[config.mk]
export PLATFORM = sky130hd
export DESIGN_NAME = display_source_scheduler
export DESIGN_NICKNAME = d
export VERILOG_FILES = /design/src/rtl/display_pkg.sv /design/src/rtl/button_debouncer.sv /design/src/rtl/display_source_scheduler.sv
export SDC_FILE = /design/constraint.sdc
export NUM_CORES = 1
export LEC_CHECK = 0
export BUFFER_PORTS_ARGS = -buffer_cell sky130_fd_sc_hd__buf_2
export CORE_AREA = 2 2 93 95
export DETAILED_ROUTE_END_ITERATION = 7
export DIE_AREA = 0 0 95 97
export GPL_TIMING_DRIVEN = 0
export HOLD_SLACK_MARGIN = 0.03
export PLACE_DENSITY = 0.91
export SLEW_MARGIN = 40
export SYNTH_ARGS = -nofsm -noshare
export SYNTH_HDL_FRONTEND = slang
export SYNTH_SLANG_ARGS = --single-unit
[constraint.sdc]
create_clock -name clk -period 6.5 [get_ports clk]
set_input_delay 0.65 -clock clk [delete_from_list [all_inputs] [get_ports clk]]
set_output_delay 0.65 -clock clk [all_outputs]
set_load 0.1 [all_outputs]
[src/rtl/display_pkg.sv]
// rtl/display_pkg.sv - shared state type and limits for the display source scheduler
package display_pkg;

  localparam int DISPLAY_DATA_W  = 32;
  localparam int MAX_DISPLAY_SRC = 8;

  typedef enum logic [1:0] {
    IDLE = 2'd0,
    SHOW = 2'd1,
    HOLD = 2'd2
  } disp_state_t;

endpackage

[src/rtl/button_debouncer.sv]
// rtl/button_debouncer.sv - 2-flop synchronizer, stability counter and rising-edge pulse for a push-button
module button_debouncer #(
  parameter int DEBOUNCE_CYCLES = 1_000_000
) (
  input  logic clk,
  input  logic rst,
  input  logic i_btn,
  output logic o_rise
);
  localparam int CNT_W = $clog2(DEBOUNCE_CYCLES + 1);

  logic             r_sync0;
  logic             r_sync1;
  logic             r_level;
  logic             r_rise;
  logic [CNT_W-1:0] r_cnt;

  // Accept a new level only after DEBOUNCE_CYCLES consecutive differing samples; pulse on accepted rise
  always_ff @(posedge clk) begin
    if (rst) begin
      r_sync0 <= 1'b0;
      r_sync1 <= 1'b0;
      r_level <= 1'b0;
      r_rise  <= 1'b0;
      r_cnt   <= '0;
    end else begin
      r_sync0 <= i_btn;
      r_sync1 <= r_sync0;
      r_rise  <= 1'b0;
      if (r_sync1 == r_level) begin
        r_cnt <= '0;
      end else if (r_cnt == CNT_W'(DEBOUNCE_CYCLES - 1)) begin
        r_cnt   <= '0;
        r_level <= r_sync1;
        r_rise  <= r_sync1;
      end else begin
        r_cnt <= r_cnt + 1'b1;
      end
    end
  end

  assign o_rise = r_rise;

endmodule

[src/rtl/display_source_scheduler.sv]
// rtl/display_source_scheduler.sv - shares the 7-segment display between NUM_SRC taps; DISPLAY_AUTO_SCAN_EN adds the dwell timer
module display_source_scheduler
  import display_pkg::*;
#(
  parameter int NUM_SRC         = 4,
  parameter int DWELL_CYCLES    = 50_000_000,
  parameter int DEBOUNCE_CYCLES = 1_000_000
) (
  input  logic                       clk,
  input  logic                       rst,
  input  logic [32*NUM_SRC-1:0]      src_data,
  input  logic [NUM_SRC-1:0]         src_valid,
  input  logic                       btn_next,
  input  logic                       freeze,
  output logic [DISPLAY_DATA_W-1:0]  data_to_display,
  output logic [$clog2(NUM_SRC)-1:0] src_sel,
  output logic                       blank,
  output logic                       advance
);
  localparam int SEL_W = $clog2(NUM_SRC);

  disp_state_t               r_state;
  disp_state_t               w_next_state;
  logic [SEL_W-1:0]          r_src_sel;
  logic [SEL_W-1:0]          w_next_sel;
  logic [DISPLAY_DATA_W-1:0] r_data;
  logic [DISPLAY_DATA_W-1:0] w_cur_word;
  logic [DISPLAY_DATA_W-1:0] w_next_word;
  logic                      r_blank;
  logic                      r_advance;
  logic                      w_btn_rise;
  logic                      w_expire;
  logic                      w_any_valid;
  logic                      w_step;
  logic                      w_sel_change;

  // Nearest valid index above cur, wrapping; cur itself is the last candidate
  function automatic logic [SEL_W-1:0] next_valid(input logic [NUM_SRC-1:0] valid,
                                                 input logic [SEL_W-1:0]   cur);
    logic [SEL_W-1:0] idx;
    next_valid = cur;
    for (int k = NUM_SRC - 1; k >= 1; k--) begin
      idx = SEL_W'((int'(cur) + k) % NUM_SRC);
      if (valid[idx]) next_valid = idx;
    end
  endfunction

  function automatic logic [SEL_W-1:0] first_valid(input logic [NUM_SRC-1:0] valid);
    first_valid = '0;
    for (int k = NUM_SRC - 1; k >= 0; k--) begin
      if (valid[k]) first_valid = SEL_W'(k);
    end
  endfunction

  button_debouncer #(
    .DEBOUNCE_CYCLES(DEBOUNCE_CYCLES)
  ) u_debouncer (
    .clk   (clk),
    .rst   (rst),
    .i_btn (btn_next),
    .o_rise(w_btn_rise)
  );

  assign w_any_valid  = |src_valid;
  assign w_cur_word   = src_data[DISPLAY_DATA_W*int'(r_src_sel) +: DISPLAY_DATA_W];
  assign w_next_word  = src_data[DISPLAY_DATA_W*int'(w_next_sel) +: DISPLAY_DATA_W];
  assign w_sel_change = (w_next_state != IDLE) && (w_next_sel != r_src_sel);

`ifdef DISPLAY_AUTO_SCAN_EN
  localparam int DWELL_W = $clog2(DWELL_CYCLES + 1);

  logic [DWELL_W-1:0] r_dwell;

  assign w_expire = (r_state == SHOW) && (r_dwell == DWELL_W'(DWELL_CYCLES - 1));

  // Dwell timer: runs only while live, restarts on any source change, expiry or entry to SHOW
  always_ff @(posedge clk) begin
    if (rst) begin
      r_dwell <= '0;
    end else if (w_sel_change || w_expire || (r_state != SHOW && w_next_state == SHOW)) begin
      r_dwell <= '0;
    end else if (r_state == SHOW) begin
      r_dwell <= r_dwell + 1'b1;
    end
  end
`else
  // Timer removed: the dwell length is accepted but can never expire
  assign w_expire = (DWELL_CYCLES < 0);
`endif

  // Next state and next selection; any step source (button, dwell, lost source) yields one move
  always_comb begin
    w_next_state = r_state;
    w_next_sel   = r_src_sel;
    w_step       = 1'b0;
    case (r_state)
      IDLE: begin
        if (w_any_valid) begin
          w_next_sel   = first_valid(src_valid);
          w_next_state = freeze ? HOLD : SHOW;
        end
      end
      SHOW, HOLD: begin
        if (!w_any_valid) begin
          w_next_state = IDLE;
        end else begin
          w_step = w_btn_rise || w_expire || !src_valid[r_src_sel];
          if (w_step) w_next_sel = next_valid(src_valid, r_src_sel);
          w_next_state = freeze ? HOLD : SHOW;
        end
      end
      default: w_next_state = IDLE;
    endcase
  end

  // State register
  always_ff @(posedge clk) begin
    if (rst) r_state <= IDLE;
    else     r_state <= w_next_state;
  end

  // Selection, shown value and status flags
  always_ff @(posedge clk) begin
    if (rst) begin
      r_src_sel <= '0;
      r_data    <= '0;
      r_blank   <= 1'b1;
      r_advance <= 1'b0;
    end else begin
      r_src_sel <= w_next_sel;
      r_advance <= w_sel_change;
      r_blank   <= (w_next_state == IDLE);
      if (w_next_state == IDLE) begin
        r_data <= '0;
      end else if (r_state == IDLE) begin
        r_data <= w_next_word;
      end else if (r_state == SHOW || r_advance) begin
        // HOLD refreshes once, the cycle after a step, to snapshot the new source
        r_data <= w_cur_word;
      end
    end
  end

  assign data_to_display = r_data;
  assign src_sel         = r_src_sel;
  assign blank           = r_blank;
  assign advance         = r_advance;

endmodule

==> flow_metrics.py, run 1 <==
metrics = {
    "die": {
        "fp.dieArea_mm2": 0.009215,
        "core_area_mm2": 0.008134,
        "dieWidth_um": 95,
        "io-pin-count": 172,
        "die_y_um": 97,
        "initial_core_util": 0.5021,
        "fp-row-count": 33,
    },
    "clock_tree": {
        "ctsHoldBuffers": 0,
        "post-cts-setup-buffers": 0,
        "cts_htree_levels": 3,
        "clk_latency_ps": 350,
        "cts_sinks": 62,
        "cts_buffers": 9,
        "cts_max_path_buffers": 2,
        "postCtsResizedCells": 0,
        "clkTransAtPathRegs_ps": 60,
        "cts-root-buf": "clkbuf_8",
        "cts_tree": "done",
    },
    "route": {
        "drt_first_pass_iters": 5,
        "vias": 4606,
        "drc": 0,
        "ant_nets": 0,
        "wl_per_cell_um": 18.38,
        "drt-total-wl_um": 13750,
        "drt_iter0_markers": 295,
        "viasPerCell": 6.158,
    },
    "power_and_ir_drop": {
        "leakagePower_nw": 2.344,
        "pwr_density_cell_mw_per_mm2": 493.1,
        "ir_drop_uv": 343.9,
        "power.total_mw": 2.589,
    },
    "sta": {
        "finClkSkew_ps": 8.809,
        "relSlewSlack": 0.5783,
        "rsz0062_at_grt": "false",
        "finalCriticalPeriod_ps": 2629,
        "finalSetupViolCount": 0,
        "drv_slew": 0,
        "tns_ps": 0,
        "finalHoldWorstSlack_ps": 447.0,
        "period_share": 0.4045,
        "fmax_mhz": 380.4,
        "worst_pin_slew_ps": 629.1,
        "final-hold-violation-count": 0,
    },
    "critical_path": {
        "critical_path.max_stage_delay_ps": 540,
        "crit_path_max_fanout": 10,
        "startpoint": "r_state[0]$_SDFF_PP0_",
        "reg2regPathDepth": 8,
        "slowest_stage": "nor3_2",
        "cp_data_arrival_time_ps": 2900,
        "r2r_start": "r_state[0]$_SDFF_PP0_",
        "path_cells": "inv_1, ha_1, buf_8, nor3_2, clkbuf_1, nor2_1, buf_2, a32oi_1",
        "critPathLaunchType": "flip-flop",
        "worst_ep_required_time_ps": 6770,
        "end_kind": "flip-flop",
        "path_class": "reg -> reg",
    },
    "yosys": {
        "yosys_register_bits": 62,
        "synth_edf_count": 0,
        "syn_inst": 461,
        "synth_common_cells": "nand4_1 (66), dfxtp_1 (62), nand3_1 (45)",
        "ys_seq_area_frac": 0.3039,
        "ys.flop_type": "dfxtp_1",
        "syn_area_per_cell_um2": 8.859,
        "synth.top_cell.area_share": 0.3039,
        "synthesis.area_mm2": 0.004084,
        "synth-async-reset-ratio": 0,
        "synthTopCellsByArea": "dfxtp_1 (30%), nand4_1 (10%), mux2i_1 (8.6%), a32oi_1 (7.3%), nand3_1 (5.5%)",
        "synth_top_area_cell": "dfxtp_1",
        "synth_cell_type_count": 58,
        "ys_warn_count": 0,
        "syn_nets": 601,
        "synth.most_common_cell": "nand4_1",
    },
    "global_routing": {
        "overflow": 0,
        "grt_max_degree": 11,
        "antenna_found_initial": 0,
        "grt_pass1_wl_um": 21540,
        "grtUsageTotal": 0.2951,
        "grt_pass1_vias": 4680,
    },
    "finish": {
        "n_antenna_cell": 0,
        "seq_area_mm2": 0.001241,
        "nFillCells": 708,
        "areaGrowthSynthToFinish_pct": 28.55,
        "drive_gt1_frac": 0.3577,
        "multi_input_area_mm2": 0.002456,
        "final_nets": 780,
        "stdcell_area_mm2": 0.005250,
    },
    "min_path": {
        "hold_start": "u_debouncer.r_sync0$_SDFF_PP0_",
        "min_path_type": "reg -> reg",
        "whs_path_depth": 1,
    },
    "run": {
        "maxCapViolCount": 0,
    },
    "placement": {
        "dp_hpwl_um": 10180,
        "placed_area_mm2": 0.005061,
        "numPortBuffers": 168,
        "place.gp.congestion": 0.9121,
    },
    "run_status": {
        "status": "completed",
    },
}
==> layout make-up <==
type                            count  area share
Inverter                            8    0.005720
Sequential cell                    62      0.2364
Clock inverter                      1    0.005720
Multi-Input combinational cell    351      0.4678
Tap cell                          105     0.02502
Buffer                             40     0.06888
Clock buffer                       13     0.03027
Timing Repair Buffer              168      0.1602
==> placed cells by master (no fill, tap or decap), types with 4 or more instances in the layout <==
cell type	count
buf_2	181
nand4_1	66
xor2_1	11
nand2b_1	16
inv_1	7
mux2i_1	35
clkbuf_8	14
o21ai_0	6
a21oi_1	6
nor2_1	30
dfxtp_1	62
clkbuf_1	8
xnor2_1	7
nand3_1	45
a32oi_1	34
and3_1	5
ha_1	4
buf_6	10
or2b_1	21
nand2_1	15
==> layer usage <==
metal / track usage / routed length [µm]
met1: 0.3369 / 5366
met2: 0.5145 / 6882
met3: 0.06231 / 1026
met4: 0.1394 / 471
met5: 0 / 0
==> cell families after synthesis <==
family          Yosys count  synth area share
flops                    62            0.3039
mux                      35           0.08579
compound gates           68            0.1419
xor+xnor                 18           0.03860
fa+ha+maj                 4           0.01226
buf+inv                  48           0.09589
simple gates            226            0.3217
==> final timing paths <==
path | end | slack, ps
worst max register to register | data_to_display[10]$_SDFFE_PP0P_ | 3870
worst max-delay path | data_to_display[10]$_SDFFE_PP0P_ | 3870
worst min-delay path | u_debouncer.r_sync1$_SDFF_PP0_ | 450
worst min register to register | u_debouncer.r_sync1$_SDFF_PP0_ | 450
==> sequential cells by signal (all words and copies together), names as in the netlist <==
name / count
data_to_display: 32
u_debouncer.r_cnt: 20
r_state: 2
src_sel: 2
advance: 1
blank: 1
u_debouncer.o_rise: 1
u_debouncer.r_level: 1
u_debouncer.r_sync0: 1
u_debouncer.r_sync1: 1
==> through the flow <==
stage	util	setup slack, ps	cells
6_report	0.6454	3871	748
5_1_grt	0.6454	3716	748
4_1_cts	0.6454	3941	748
3_5_place_dp	0.6222	3893	734
3_3_place_gp	0.6216	3615	734
2_1_floorplan	-	3945	461
==> where the power goes <==
| part | internal [mW] | leakage, nW | switching, mW | total (mW) |
|---|---|---|---|---|
| clock network | 0.194 | 0.0956 | 0.152 | 0.346 |
| logic | 0.417 | 1.74 | 1.28 | 1.70 |
| registers | 0.491 | 0.510 | 0.0558 | 0.547 |
==> worst max-delay path, delay by kind of cell (launching register included) <==
family / cells / cell delay, ps
buffers and inverters: 4 / 990
AND/OR/NAND/NOR: 2 / 770
flip-flops: 1 / 380
adder cells (fa/ha/maj): 1 / 210
AO/OA/AOI/OAI: 1 / 190
No activity file was read; power rests on OpenSTA's default activity.
==> inputs of run 2 (changes only) <==
Settings changed: CORE_AREA 2 2 93 95 to 2 2 100 102, DIE_AREA 0 0 95 97 to 0 0 102 104, PLACE_DENSITY 0.91 to 0.84.
Clock period 6.5 ns to 2.3 ns, I/O delays scaled along.
==> run 2 against run 1 <==
  * Register-to-register slack got worse by 3800 ps
  * Utilization decreased by 5.8 points
  * Via count increased by 2.2%
  * Wire length grew 4.1%
  * Worst hold slack worse by 340 ps
==> flow_metrics.py, run 2 (synthesis gave the netlist of run 1 again) <==
metrics = {
    "critical_path": {
        "worst_ep_required_time_ps": 2560,
        "crit_path_max_fanout": 10,
        "reg2regPathDepth": 9,
        "critPathLaunchType": "flip-flop",
        "path_class": "reg -> reg",
        "cp_data_arrival_time_ps": 2530,
        "end_kind": "flip-flop",
    },
    "finish": {
        "areaGrowthSynthToFinish_pct": 37.47,
        "n_antenna_cell": 0,
        "stdcell_count": 793,
        "multi_input_area_mm2": 0.002499,
        "seq_area_mm2": 0.001246,
        "mostFrequentLayoutCells": "buf_2 (172), nand4_1 (66), dfxtp_1 (58), nand3_1 (44), mux2i_1 (35)",
        "drive_gt1_frac": 0.3985,
        "stdcell_area_mm2": 0.005614,
        "layout_commonest_cell": "buf_2",
        "final_nets": 795,
        "largest_reg_flops": 32,
        "nFillCells": 826,
    },
    "route": {
        "drt_first_pass_iters": 5,
        "viasPerCell": 5.934,
        "wl_per_cell_um": 18.04,
        "drt-total-wl_um": 14310,
        "drt_iter0_markers": 299,
        "vias": 4706,
        "drc": 0,
        "ant_nets": 0,
    },
    "clock_tree": {
        "cts_sinks": 62,
        "cts-root-buf": "clkbuf_8",
        "cts_tree": "done",
        "cts_htree_levels": 3,
        "cts_buffers": 9,
        "clkTransAtPathRegs_ps": 70,
        "cts_max_path_buffers": 2,
        "clk_latency_ps": 350,
    },
    "global_routing": {
        "grt_pass1_wl_um": 21990,
        "grt_max_degree": 11,
        "overflow": 0,
        "grtUsageTotal": 0.2566,
        "grt_pass1_vias": 4716,
        "antenna_found_initial": 1,
    },
    "sta": {
        "fin_ws_ps": 27.90,
        "drv_slew": 0,
        "rsz0062_at_grt": "true",
        "finalCriticalPeriod_ps": 2272,
        "tns_ps": 0,
        "relSlewSlack": 0.6337,
        "final-hold-violation-count": 0,
        "worst_pin_slew_ps": 545.2,
        "finalHoldWorstSlack_ps": 103.9,
        "fmax_mhz": 440.1,
        "period_share": 0.9879,
        "finalSetupViolCount": 0,
        "finClkSkew_ps": 13.64,
    },
    "die": {
        "io-pin-count": 172,
        "fp-row-count": 36,
        "core_area_mm2": 0.009549,
        "dieWidth_um": 102,
        "initial_core_util": 0.4277,
        "fp.dieArea_mm2": 0.01061,
        "die_y_um": 104,
    },
    "placement": {
        "pre_cts_ws_ps": -252.3,
        "dpl.cell_count": 762,
        "dp_hpwl_um": 10240,
        "numPortBuffers": 168,
        "place.gp.congestion": 0.9732,
        "placed_area_mm2": 0.005099,
    },
    "power_and_ir_drop": {
        "leakagePower_nw": 2.494,
        "ir_drop_uv": 1261,
        "pwr_density_cell_mw_per_mm2": 1380,
    },
    "min_path": {
        "whs_path_depth": 2,
        "min_path_type": "in -> reg",
    },
    "run_status": {
        "status": "completed",
    },
    "run": {
        "maxCapViolCount": 0,
    },
}
run 2: cell count changes in the layout (fill, tap and decap cells not counted), sizes merged:
cell	before	now
buf	199	208
clkbuf	22	28
bufinv	1	2
clkinv	0	1
run 2: timing repair:
action / 4_1_cts / 5_1_grt
gates cloned: 0 / 3
pin swaps: 3 / 12
hold buffers: 0 / 0
endpoints found under the setup margin: 32 / 43
gates resized for setup: 16 / 23
setup buffers: 4 / 8
endpoints found under the hold margin: 0 / 0
run 2: area by class of cell:
cell class / count / area share
timing repair buffer: 183 / 0.1799
clock inverter: 3 / 0.01159
buffer: 40 / 0.07600
inverter: 8 / 0.005795
clock buffer: 13 / 0.03009
multi-input combinational: 351 / 0.4451
tap: 133 / 0.02964
sequential: 62 / 0.2220
run 2: final timing paths:
check	start	end	slack [ps]
worst max register to register	r_state[0]$_SDFF_PP0_	data_to_display[27]$_SDFFE_PP0P_	30
worst min register to register	u_debouncer.r_sync0$_SDFF_PP0_	u_debouncer.r_sync1$_SDFF_PP0_	450
worst min-delay path	btn_next	u_debouncer.r_sync0$_SDFF_PP0_	100
worst max-delay path	r_state[0]$_SDFF_PP0_	data_to_display[27]$_SDFFE_PP0P_	30
run 2: stage by stage:
step / total power [mW] / util
after floorplan: 5.389 / -
after global placement: 6.206 / 0.5334
after detailed placement: 6.302 / 0.5339
after CTS: 7.517 / 0.5667
after global routing: 8.007 / 0.5879
final: 7.745 / 0.5879
run 2: report_power, final:
part | switching [mW] | internal (mW)
combinational | 3.68 | 1.36
sequential | 0.165 | 1.39
clock | 0.447 | 0.699
run 2: per-layer routing:
metal  GRT usage  vias to the layer above  part of all wire
met5           0                        -                 0
met4      0.1095                        0             0.036
met3     0.05444                       52             0.073
met2      0.4328                      246              0.49
met1      0.3109                     2252              0.40
li1            -                     2156                 -
run 2: worst max-delay path: stages, from the launching register on:
cell      delay (ps)
dfxtp_2          340
buf_4            140
ha_1             190
clkbuf_8         160
and2b_2          250
nand4_2          130
o211ai_2         340
clkbuf_4         290
nand4_1          120
a32oi_1          250
